**src/rtl/uart_tx_arbiter_pkg.sv**
```systemverilog
// Shared UART constants: transmit-arbiter and receiver state codes, default timeout.
package uart_tx_arbiter_pkg;

  localparam int TIMEOUT_DEFAULT = 2000;
  localparam int TMO_CNT_W       = 16;

  typedef enum logic [1:0] {
    ARB_IDLE      = 2'd0,
    ARB_LAUNCH    = 2'd1,
    ARB_WAIT_DONE = 2'd2
  } arb_state_e;

  typedef enum logic [1:0] {
    RX_IDLE  = 2'd0,
    RX_START = 2'd1,
    RX_DATA  = 2'd2,
    RX_STOP  = 2'd3
  } rx_state_e;

endpackage

```
**src/rtl/uart_tx_arbiter_rr_pick.sv**
```systemverilog
// Round-robin winner select: first set request after last_owner, wrapping
// by compare so non-power-of-two requester counts index correctly.
module rr_pick #(
  parameter int N_REQ = 4,
  parameter int IW    = $clog2(N_REQ)
) (
  input  logic [N_REQ-1:0] req,
  input  logic [IW-1:0]    last_owner,
  output logic             valid,
  output logic [IW-1:0]    index
);

  localparam int IW1 = IW + 1;

  logic [IW1-1:0] cand;
  logic           found;

  always_comb begin
    cand  = '0;
    found = 1'b0;
    index = '0;
    for (int k = 1; k <= N_REQ; k++) begin
      cand = {1'b0, last_owner} + IW1'(k);
      if (cand >= IW1'(N_REQ)) cand = cand - IW1'(N_REQ);
      if (!found && req[cand[IW-1:0]]) begin
        found = 1'b1;
        index = cand[IW-1:0];
      end
    end
    valid = found;
  end

endmodule

```
**src/rtl/uart_tx_arbiter.sv**
```systemverilog
// Shares one UART transmitter among N_REQ requesters: round-robin grant,
// one-cycle launch, then wait for tx_done or abort on timeout.
//
// state     | meaning
// IDLE      | no frame owned; pick a winner when any req is high
// LAUNCH    | one cycle: tx_start and grant to the owner
// WAIT_DONE | frame in flight; leave on tx_done or timeout
module uart_tx_arbiter
  import uart_tx_arbiter_pkg::*;
#(
  parameter int N_REQ   = 4,
  parameter int DATA_W  = 8,
  parameter int TIMEOUT = TIMEOUT_DEFAULT,
  parameter int IW      = $clog2(N_REQ)
) (
  input  logic                      CLK,
  input  logic                      RST,
  input  logic [N_REQ-1:0]          req,
  input  logic [N_REQ*DATA_W-1:0]   req_data,
  output logic [N_REQ-1:0]          grant,
  output logic                      tx_start,
  output logic [DATA_W-1:0]         tx_data,
  input  logic                      tx_done,
  output logic                      busy,
  output logic [IW-1:0]             owner,
  output logic                      err
);

  localparam logic [TMO_CNT_W-1:0] TMO_LAST = TMO_CNT_W'(TIMEOUT - 1);

  arb_state_e             state_q, state_d;
  logic [DATA_W-1:0]      tx_data_q, tx_data_d;
  logic [IW-1:0]          owner_q, owner_d;
  logic [IW-1:0]          last_q, last_d;
  logic [TMO_CNT_W-1:0]   cnt_q, cnt_d;

  logic                   pick_valid;
  logic [IW-1:0]          pick_idx;

  rr_pick #(.N_REQ(N_REQ), .IW(IW)) u_rr_pick (
    .req        (req),
    .last_owner (last_q),
    .valid      (pick_valid),
    .index      (pick_idx)
  );

  always_ff @(posedge CLK) begin
    if (RST) begin
      state_q   <= ARB_IDLE;
      tx_data_q <= '0;
      owner_q   <= '0;
      last_q    <= IW'(N_REQ - 1);
      cnt_q     <= '0;
    end else begin
      state_q   <= state_d;
      tx_data_q <= tx_data_d;
      owner_q   <= owner_d;
      last_q    <= last_d;
      cnt_q     <= cnt_d;
    end
  end

  always_comb begin
    state_d   = state_q;
    tx_data_d = tx_data_q;
    owner_d   = owner_q;
    last_d    = last_q;
    cnt_d     = cnt_q;
    grant     = '0;
    tx_start  = 1'b0;
    busy      = 1'b0;
    err       = 1'b0;
    unique case (state_q)
      ARB_IDLE: begin
        if (pick_valid) begin
          owner_d   = pick_idx;
          tx_data_d = req_data[pick_idx*DATA_W +: DATA_W];
          state_d   = ARB_LAUNCH;
        end
      end
      ARB_LAUNCH: begin
        tx_start       = 1'b1;
        busy           = 1'b1;
        grant[owner_q] = 1'b1;
        cnt_d          = '0;
        state_d        = ARB_WAIT_DONE;
      end
      ARB_WAIT_DONE: begin
        busy = 1'b1;
        // tx_done takes precedence over a coincident timeout
        if (tx_done) begin
          last_d  = owner_q;
          state_d = ARB_IDLE;
        end else if (cnt_q == TMO_LAST) begin
          err     = 1'b1;
          last_d  = owner_q;
          state_d = ARB_IDLE;
        end else begin
          cnt_d = cnt_q + 1'b1;
        end
      end
      default: state_d = ARB_IDLE;
    endcase
  end

  assign tx_data = tx_data_q;
  assign owner   = owner_q;

endmodule

```
**config.mk**
```make
export PLATFORM = sky130hd
export DESIGN_NAME = uart_tx_arbiter
export DESIGN_NICKNAME = d
export VERILOG_FILES = /design/src/rtl/uart_tx_arbiter_pkg.sv /design/src/rtl/uart_tx_arbiter_rr_pick.sv /design/src/rtl/uart_tx_arbiter.sv
export SDC_FILE = /design/constraint.sdc
export NUM_CORES = 1
export LEC_CHECK = 0
export ABC_AREA = 1
export CORE_ASPECT_RATIO = 1.2
export CORE_MARGIN = 2
export CORE_UTILIZATION = 45
export CTS_BUF_LIST = sky130_fd_sc_hd__clkbuf_2
export CTS_CLUSTER_DIAMETER = 200
export DETAILED_ROUTE_END_ITERATION = 8
export GPL_ROUTABILITY_DRIVEN = 0
export PLACE_DENSITY = 0.78
export SYNTH_ARGS = -nofsm -noshare
export SYNTH_HDL_FRONTEND = slang
export SYNTH_SLANG_ARGS = --single-unit
```
**constraint.sdc**
```tcl
create_clock -name CLK -period 2.1 [get_ports CLK]
set_input_delay 0.21 -clock CLK [delete_from_list [all_inputs] [get_ports CLK]]
set_output_delay 0.21 -clock CLK [all_outputs]
set_load 0.01 [all_outputs]
```
## Word level (Yosys, flattened, before mapping)

Cells that the tools add are included.

| storage, ports and cells | value |
|---|---|
| RAM bits | 0 |
| bits in registers | 30 |
| output and inout bits | 17 |
| memories kept | 0 |
| ROM bits | 0 |
| logic and storage cells | 84 |
| bits of input ports | 39 |
| bits in latches | 0 |

| cells by class | value |
|---|---|
| reductions and logical operators | 15 |
| shift operators | 1 |
| multiplexer cells | 37 |
| eq/ne operators | 7 |
| bitwise gates (word level) | 0 |
| $add $sub $neg | 9 |
| $lt $le $gt $ge | 10 |
| divide/modulo/power cells | 0 |
| multiply operators | 0 |

Operator list:

| cell | number |
|---|---|
| 16-bit 2-to-1 mux | 2 |
| 16-bit case mux with 2 select lines | 1 |
| 32-bit by 6-bit variable part select with 8-bit output | 1 |
| 2-bit 2-to-1 mux | 13 |
| 16-bit by 1-bit adder with 16-bit output (second input constant) | 1 |
| 16-bit by 11-bit equality test with 1-bit output (second input constant) | 1 |
| 2-bit by 3-bit less-than comparator with 1-bit output (second input constant) | 5 |
| 1-bit 2-to-1 mux | 14 |
| 3-bit greater-or-equal comparator (second input constant) | 4 |
| 1-bit binary-select mux with 2-bit select | 4 |
| 2-bit by 1-bit subtractor with 2-bit output (second input constant) | 4 |
| 2-bit by 2-bit adder with 3-bit output (second input constant) | 2 |
| 2-bit != test (second input constant) | 3 |
| 2-bit case mux with 3 select lines | 1 |
| 2-bit AND reduction | 3 |
| 1-bit logical AND | 4 |
| 4-bit 2-to-1 mux | 1 |
| 2-bit nonzero test | 2 |
| 2-bit by 1-bit adder with 3-bit output (second input constant) | 1 |
| 2-bit by 3-bit adder with 3-bit output (second input constant) | 1 |
| 1-bit logical NOT | 3 |
| 3-bit != test (second input constant) | 1 |
| 3-bit AND reduction | 1 |
| 1-bit demux with 2-bit select | 1 |
| other kinds (5) | 5 |

## Logic depth before layout (Yosys ltp)

Gate-level depths: netlist of the first run.

| depth | value |
|---|---|
| depth in word-level cells | 17 |
| gate-level depth with buffers | 16 |
| gate-level depth less buffers | 15 |

## Cells and area by module

From an unflattened synthesis of the first run, not the netlist that was laid out.

| second synthesis, totals | value |
|---|---|
| cell total of the unflattened synthesis | 348 |
| area, all modules | 2109.5 um^2 |

By module, submodules not included:

| module | cells an instance | sequential area each (um^2) | instances | area an instance (um^2) |
|---|---|---|---|---|
| uart_tx_arbiter | 296 | 600.6 | 1 | 1838.0 |
| rr_pick | 52 | 0.0 | 1 | 271.5 |

## Least setup slack after synthesis of the first run

No wires, ideal clock.

| path | value |
|---|---|
| kind | register to register |
| start point | register cnt_q[0] |
| end point | register cnt_q[3] |
| arrival | 1542 ps |
| clock period less this slack | 1657 ps |
| path buffers | 1 |
| stages on the path, launching flop included | 10 |
| path slack | 443 ps |
| path through | dfxtp_1 > ha_1 > inv_1 > nor4_1 > nand2_1 > nand3_1 > nand2_2 > buf_2 > a21oi_1 > nor2_1 |

| on the way | value |
|---|---|
| cells in the longest elaborated chain, start to end | 4 |

Ends and longest elaborated chain:

| element | RTL line | text |
|---|---|---|
| start, declared | uart_tx_arbiter.sv:35 | `logic [TMO_CNT_W-1:0] cnt_q, cnt_d;` |
| start signal, assigned | uart_tx_arbiter.sv:59 | `cnt_q <= cnt_d;` |
| 16-bit by 1-bit adder with 16-bit output | uart_tx_arbiter.sv:99 | `cnt_d = cnt_q + 1'b1;` |
| 16-bit 2-to-1 mux | uart_tx_arbiter.sv:94 | `end else if (cnt_q == TMO_LAST) begin` |
| 16-bit 2-to-1 mux | uart_tx_arbiter.sv:91 | `if (tx_done) begin` |
| 16-bit case mux with 2 select lines | uart_tx_arbiter.sv:73 | `unique case (state_q)` |

Parallel ways exist; a longest one is shown, timed or not. The select of a mux whose other input is x is not followed.
A chain may end at the register's enable or synchronous reset.

## Worst setup path in the final report of the first run

| path | value |
|---|---|
| start point | register last_q[0] |
| end point | register tx_data_q[2] (netlist: tx_data[2]) |

| on the way | value |
|---|---|
| cells in the longest elaborated chain, start to end | 16 |

Ends and longest elaborated chain:

| element | RTL line | text |
|---|---|---|
| start, declared | uart_tx_arbiter.sv:34 | `logic [IW-1:0] last_q, last_d;` |
| start signal, assigned | uart_tx_arbiter.sv:52 | `last_q <= IW'(N_REQ - 1);` |
| start signal, assigned | uart_tx_arbiter.sv:58 | `last_q <= last_d;` |
| 2-bit by 1-bit adder with 3-bit output | uart_tx_arbiter_rr_pick.sv:23 | `cand = {1'b0, last_owner} + IW1'(k);` |
| 3-bit greater-or-equal comparator or 2-bit by 1-bit subtractor with 2-bit output (tied branches) | uart_tx_arbiter_rr_pick.sv:24 | `if (cand >= IW1'(N_REQ)) cand = cand - IW1'(N_REQ);` |
| 2-bit 2-to-1 mux | uart_tx_arbiter_rr_pick.sv:24 |  |
| 1-bit binary-select mux with 2-bit select | uart_tx_arbiter_rr_pick.sv:25 | `if (!found && req[cand[IW-1:0]]) begin` |
| 1-bit 2-to-1 mux (not written as such) | uart_tx_arbiter_rr_pick.sv:25 |  |
| 1-bit 2-to-1 mux | uart_tx_arbiter_rr_pick.sv:25 |  |
| 1-bit logical NOT | uart_tx_arbiter_rr_pick.sv:25 |  |
| 1-bit logical AND | uart_tx_arbiter_rr_pick.sv:25 |  |
| 1-bit 2-to-1 mux | uart_tx_arbiter_rr_pick.sv:25 |  |
| 1-bit logical NOT | uart_tx_arbiter_rr_pick.sv:25 |  |
| 1-bit logical AND | uart_tx_arbiter_rr_pick.sv:25 |  |
| 1-bit 2-to-1 mux | uart_tx_arbiter_rr_pick.sv:25 |  |
| 1-bit logical NOT | uart_tx_arbiter_rr_pick.sv:25 |  |
| 1-bit logical AND | uart_tx_arbiter_rr_pick.sv:25 |  |
| 2-bit 2-to-1 mux or 1-bit 2-to-1 mux (tied branches) | uart_tx_arbiter_rr_pick.sv:25 |  |
| 32-bit by 6-bit variable part select with 8-bit output or 2-bit AND reduction (tied branches) | n/a |  |
| end signal, assigned | uart_tx_arbiter.sv:56 | `tx_data_q <= tx_data_d;` |
| end, declared | uart_tx_arbiter.sv:32 | `logic [DATA_W-1:0] tx_data_q, tx_data_d;` |

Parallel ways exist; a longest one is shown, timed or not. The select of a mux whose other input is x is not followed.

==> results of run 1 <==
logic make-up (layout without fill, tap and decap cells):
kind of cell	Yosys count	after routing	share of synthesized area, %
buffers and inverters	74	144	14.5
flip-flops	30	30	26.5
AO/OA/AOI/OAI	33	33	8.13
XOR/XNOR	8	8	3.10
adder cells (fa/ha/maj)	4	4	2.21
AND/OR/NAND/NOR	220	221	45.5
synthesized netlist by cell type, drive strengths merged, types with 2 or more instances:
library cell	count
nand3	39
clkbuf	2
nor3	9
a21oi	21
inv	65
buf	7
xor2	8
nand4	15
ha	4
nand2	115
nand3b	3
o21ai	9
nor4	3
dfxtp	30
o211ai	2
nor2	35
stage by stage:
stage / cells / worst slack, ps
after detailed placement: 489 / -20.1
after floorplan: 369 / 443
after CTS: 497 / 34.6
final: 500 / 218
after global routing: 500 / 7.83
after global placement: 489 / 58.5
per-layer routing:
layer	track usage (%)	vias to the layer above	wire, µm
met3	4.25	5	408
met5	0	-	0
li1	-	1312	-
met1	24.5	1113	2480
met2	41.1	66	3060
met4	5.29	0	44
registers in the layout, summed over array words and instances (netlist names):
register	count
owner	2
cnt_q	16
tx_data	8
state_q	2
last_q	2
layout make-up:
class	count	area, µm²
tap	60	75.1
fill	493	1930
clock inverter	2	8.76
inverter	65	251
clock buffer	6	30.0
timing repair buffer	71	664
multi-input combinational	266	1340
sequential	30	604
worst reg2reg max path, delay by kind of cell (launching register included):
family                 cells  cell delay [ps]
and+or+nand+nor           12             1090
DFF                        1              420
buffers and inverters      3              280
worst paths after layout:
kind                          startpoint                       to  slack (ps)  cells past startpoint
setup reg to reg  last_q[0]$_SDFFE_PP1P_  tx_data[2]$_SDFFE_PP0P_         220                     15
setup / recovery  last_q[0]$_SDFFE_PP1P_  tx_data[2]$_SDFFE_PP0P_         220                     15
hold / removal               req_data[5]  tx_data[5]$_SDFFE_PP0P_         470                      3
hold reg to reg    cnt_q[0]$_SDFFE_PP0P_    cnt_q[0]$_SDFFE_PP0P_         470                      1
power groups by stage:
stage	Sequential [mW]	Clock [mW]	Combinational [mW]
final	0.772	0.281	1.58
after global routing	0.792	0.318	1.77
after floorplan	0.811	0	1.04
after global placement	0.782	0	1.54
after detailed placement	0.785	0	1.57
after CTS	0.772	0.298	1.57
repair_timing:
action | in CTS | in global routing
buffers inserted | 0 | 2
gates cloned | 0 | 1
endpoints found under the setup margin | 4 | 10
resized for setup | 6 | 5
==> results.yml, run 1 <==
outcome:
  outcome: "completed"
route:
  first_pass_iters: 4
  wl_mm: 5.99
  drtAntennaViolNets: 0
  wire_per_inst_um: 12.0
  drcViolationCount: 0
  viasPerCell: 4.99
  num_vias: 2496
  drt-initial-drc-count: 124
worst_setup_path:
  path_delay_family: "simple AND/OR/NAND/NOR gates"
  slowest_delay_ps: 420
  startpoint_type: "flop"
  critPathArrivalTime_ps: 2150
  crit_buf_inv: 3
  slowest_stage: "dfxtp_1"
  worstPathMaxFanout: 10
  crit_chain: "inv_2 -> nand2_1 -> nand2_1 -> nand2_1 -> nand2_1 -> nand2_2 -> nand2_1 -> nand2_4 -> nand3_4 -> inv_6 -> nand2_1 -> nand3_1 -> nand3_1 -> nand2_1 -> inv_1"
  required_ps: 2370
  critPathCaptureType: "flop"
  worstSetupPathType: "reg -> reg"
  critPathMostFrequentCell: "nand2_1"
synthesis:
  synth_edf_count: 0
  synth_seq_area_share_pct: 26.5
  ys_ff_latch: 30
  syn_nets: 412
  yosysTopAreaCell: "dfxtp_1"
  async_flop_share_pct: 0
  synth.area.top_cells: "dfxtp_1 27%, nand2_1 17%, inv_1 9.5%"
  synth_area_mm2: 0.00226
  yosys.area.top_type_share_pct: 26.5
  netlist_instances: 369
  syn_avg_cell_area_um2: 6.13
  yosysWarnings: 0
  synthFlopType: "dfxtp_1"
  yosysUniqueCellTypes: 29
flow_run:
  cap_violations: 0
clock_network:
  clkLatencyLatePin_ps: 360
  cts_tree: "done"
  cts_buffers: 5
  cts_htree_levels: 2
  cts.clk_slew.worst_paths_ps: 160
  cts_root_buf: "clkbuf_2"
  ctsHoldBuffers: 0
  cts.sinks: 30
  clk_path_buf_depth: 2
layout:
  antennaDiodeCount: 0
  area_delta_synth_final_pct: 31.6
  fin_util_pct: 60.7
  stdcell_area_mm2: 0.00298
  drive_gt1_share_pct: 12.5
  finish.net_count: 482
  layout_common_cells: "102 x nand2_1, 57 x inv_1, 50 x clkdlybuf4s50_1, 36 x nand3_1, 34 x nor2_1"
  mostFrequentLayoutCell: "nand2_1"
timing:
  finalSetupTns_ps: 0
  finalCritPeriodShare_pct: 89.6
  drv_slew: 0
  relSlewSlack_pct: 66.1
  worst_pin_slew_ps: 507
  setup_violations: 0
  finalHoldWorstSlack_ps: 466
  finalClockSkew_ps: 12.1
  finalHoldViolations: 0
  final.min_clock_period_ps: 1880
  rsz0062_at_grt: "false"
  max_freq_mhz: 531
floorplan:
  die-area_mm2: 0.00561
  dieWidth_um: 68.7
  ios: 56
  core_area_mm2: 0.00490
  start_util_pct: 46.1
  dieHeight_um: 81.7
  num_rows: 28
placement:
  port_buffers: 55
  dp_hpwl_mm: 4.62
  post_dp_cell_area_mm2: 0.00291
pwr:
  power_density_mw_per_mm2: 883
  p_total_mw: 2.63
  p_sw_mw: 1.21
  p_clk_share_pct: 10.7
  p_leak_nw: 1.44
  switching_share_pct: 46.0
  p_seq_share_pct: 29.4
  power_frac_comb_pct: 60.0
  power.internal_mw: 1.42
  ir_drop_uv: 346
global_route:
  grt_first_pass_wirelength_mm: 9.47
  grt_pass1_vias: 2234
  grtUsageTotal_pct: 21.8
  grt-ovfl-total: 0
  grt_max_degree: 21
  antenna_found_initial: 0
min_path:
  holdCritPathClass: "in -> reg"
(Power assumes the default switching activity.)
==> inputs of run 2 (changes only) <==
--- a/config.mk
+++ b/config.mk
@@ -13,7 +13,8 @@
 export CTS_CLUSTER_DIAMETER = 200
 export DETAILED_ROUTE_END_ITERATION = 8
 export GPL_ROUTABILITY_DRIVEN = 0
-export PLACE_DENSITY = 0.78
+export PLACE_DENSITY_LB_ADDON = 0.05
+export SKIP_CTS_REPAIR_TIMING = 1
 export SYNTH_ARGS = -nofsm -noshare
 export SYNTH_HDL_FRONTEND = slang
 export SYNTH_SLANG_ARGS = --single-unit
==> run 2 against run 1 <==
Compared with the run above: sequential share of layout area rose by 0.075 points; clock skew rose by 0.60 ps; fmax fell by 1.1%; critical path depth fell by 9; die area did not move; routed wire length fell by 0.82%; worst setup slack got worse by 21 ps; register-to-register slack barely moved; largest power group unchanged; flip-flop and latch count did not move; clock-buffer cell count did not move; sequential power barely moved; clock power barely moved.
==> results.yml, run 2 (synthesized netlist as in run 1, its figures left out) <==
outcome:
  outcome: "completed"
clock_network:
  clkLatencyLatePin_ps: 370
  cts_tree: "done"
  cts_buffers: 5
  cts_htree_levels: 2
  clk_path_buf_depth: 2
  cts_root_buf: "clkbuf_2"
  cts.sinks: 30
  cts.clk_slew.worst_paths_ps: 140
timing:
  setup_violations: 0
  max_freq_mhz: 525
  drv_slew: 0
  final.min_clock_period_ps: 1900
  finalHoldViolations: 0
  relSlewSlack_pct: 67.2
  worst_pin_slew_ps: 491
  finalClockSkew_ps: 12.7
  finalCritPeriodShare_pct: 90.6
  rsz0062_at_grt: "false"
global_route:
  grt_pass1_vias: 2257
  grt_first_pass_wirelength_mm: 9.82
  antenna_found_initial: 0
  grt_max_degree: 21
  grtUsageTotal_pct: 22.7
  grt-ovfl-total: 0
min_path:
  min_to: "tx_data[5]$_SDFFE_PP0P_"
  hold_path_depth: 3
  hold_path_startpoint: "req_data[5]"
  holdCritPathClass: "in -> reg"
route:
  first_pass_iters: 4
  drcViolationCount: 0
  viasPerCell: 4.92
  drtAntennaViolNets: 0
  wl_mm: 5.94
  wire_per_inst_um: 11.9
  num_vias: 2450
  drt-initial-drc-count: 146
floorplan:
  dieWidth_um: 68.7
  core_area_mm2: 0.00490
  dieHeight_um: 81.7
  num_rows: 28
  start_util_pct: 46.1
  die-area_mm2: 0.00561
  ios: 56
placement:
  port_buffers: 55
  dp_hpwl_mm: 4.63
  dp.cells: 490
layout:
  drive_gt1_share_pct: 11.9
  area_delta_synth_final_pct: 31.7
  mostFrequentLayoutCell: "nand2_1"
  layoutNonFillerInstCount: 498
  finish.net_count: 480
  nFillCells: 460
  layout_common_cells: "102 x nand2_1, 57 x inv_1, 50 x clkdlybuf4s50_1, 36 x nand3_1, 34 x nor2_1"
  largest_reg_flops: 16
  antennaDiodeCount: 0
  regMostFlops: "cnt_q"
worst_setup_path:
  critPathCaptureType: "output pin"
  worstSetupPathType: "reg -> out"
  r2r-start: "last_q[0]$_SDFFE_PP1P_"
  startpoint_type: "flop"
  required_ps: 1890
  critPathArrivalTime_ps: 1690
  r2r-end: "tx_data[6]$_SDFFE_PP0P_"
  worstRegToRegCells: 15
  worstPathMaxFanout: 3
  rrSetupSlack_ps: 210
pwr:
  power_density_mw_per_mm2: 884
  ir_drop_uv: 365
  p_leak_nw: 1.49
  p_total_mw: 2.63
flow_run:
  cap_violations: 0
run 2: worst max-delay path by stage:
stage,depth (start not counted),startpoint,end,slack [ps]
finish,6,cnt_q[0]$_SDFFE_PP0P_,err,200
global route,15,last_q[0]$_SDFFE_PP1P_,tx_data[3]$_SDFFE_PP0P_,4
CTS,5,cnt_q[7]$_SDFFE_PP0P_,err,-220
detailed placement,12,req[3],tx_data[1]$_SDFFE_PP0P_,60
global placement,12,req[3],tx_data[1]$_SDFFE_PP0P_,40
floorplan,9,cnt_q[0]$_SDFFE_PP0P_,cnt_q[3]$_SDFFE_PP0P_,440
run 2: routing by layer:
| metal | part of all wire, % | wire [µm] | track usage (%) | up-vias |
|---|---|---|---|---|
| met2 | 50 | 2960 | 41.5 | 54 |
| met3 | 4.5 | 265 | 3.56 | 12 |
| met1 | 44 | 2600 | 25.9 | 1084 |
| met4 | 2.0 | 121 | 8.43 | 0 |
| li1 | - | - | - | 1300 |
| met5 | 0 | 0 | 0 | - |
run 2: per-stage QoR:
step / cell area [µm²] / util [%] / setup slack [ps] / TNS (ps) / hold slack, ps
2_1_floorplan: 2260 / - / 443 / 0 / 348
3_3_place_gp: 2920 / 59.6 / 42.0 / 0 / 479
3_5_place_dp: 2920 / 59.6 / 56.9 / 0 / 488
4_1_cts: 2960 / 60.4 / -221 / -221 / 448
5_1_grt: 2980 / 60.7 / 3.93 / 0 / 456
6_report: 2980 / 60.7 / 197 / 0 / 453
run 2: critical path: stages, from the launching register on:
cell            delay (ps)
dfxtp_1                370
ha_1                   210
inv_1                   50
nor4_1                 240
nand2_1                130
nor3_1                 140
dlymetal6s2s_1         180
run 2: layout make-up:
type	count	area (µm²)	share of cell area [%]
Clock buffer	6	30.0	1.01
Tap cell	60	75.1	2.52
Multi-Input combinational cell	265	1330	44.8
Inverter	65	249	8.36
Clock inverter	2	8.76	0.294
Timing Repair Buffer	70	676	22.7
Sequential cell	30	607	20.4
run 2: power breakdown:
part,total [mW],leakage (nW),switching [mW],internal (mW)
Combinational,1.58,1.22,0.922,0.655
Clock,0.281,0.0304,0.200,0.0818
Sequential,0.774,0.245,0.0869,0.687
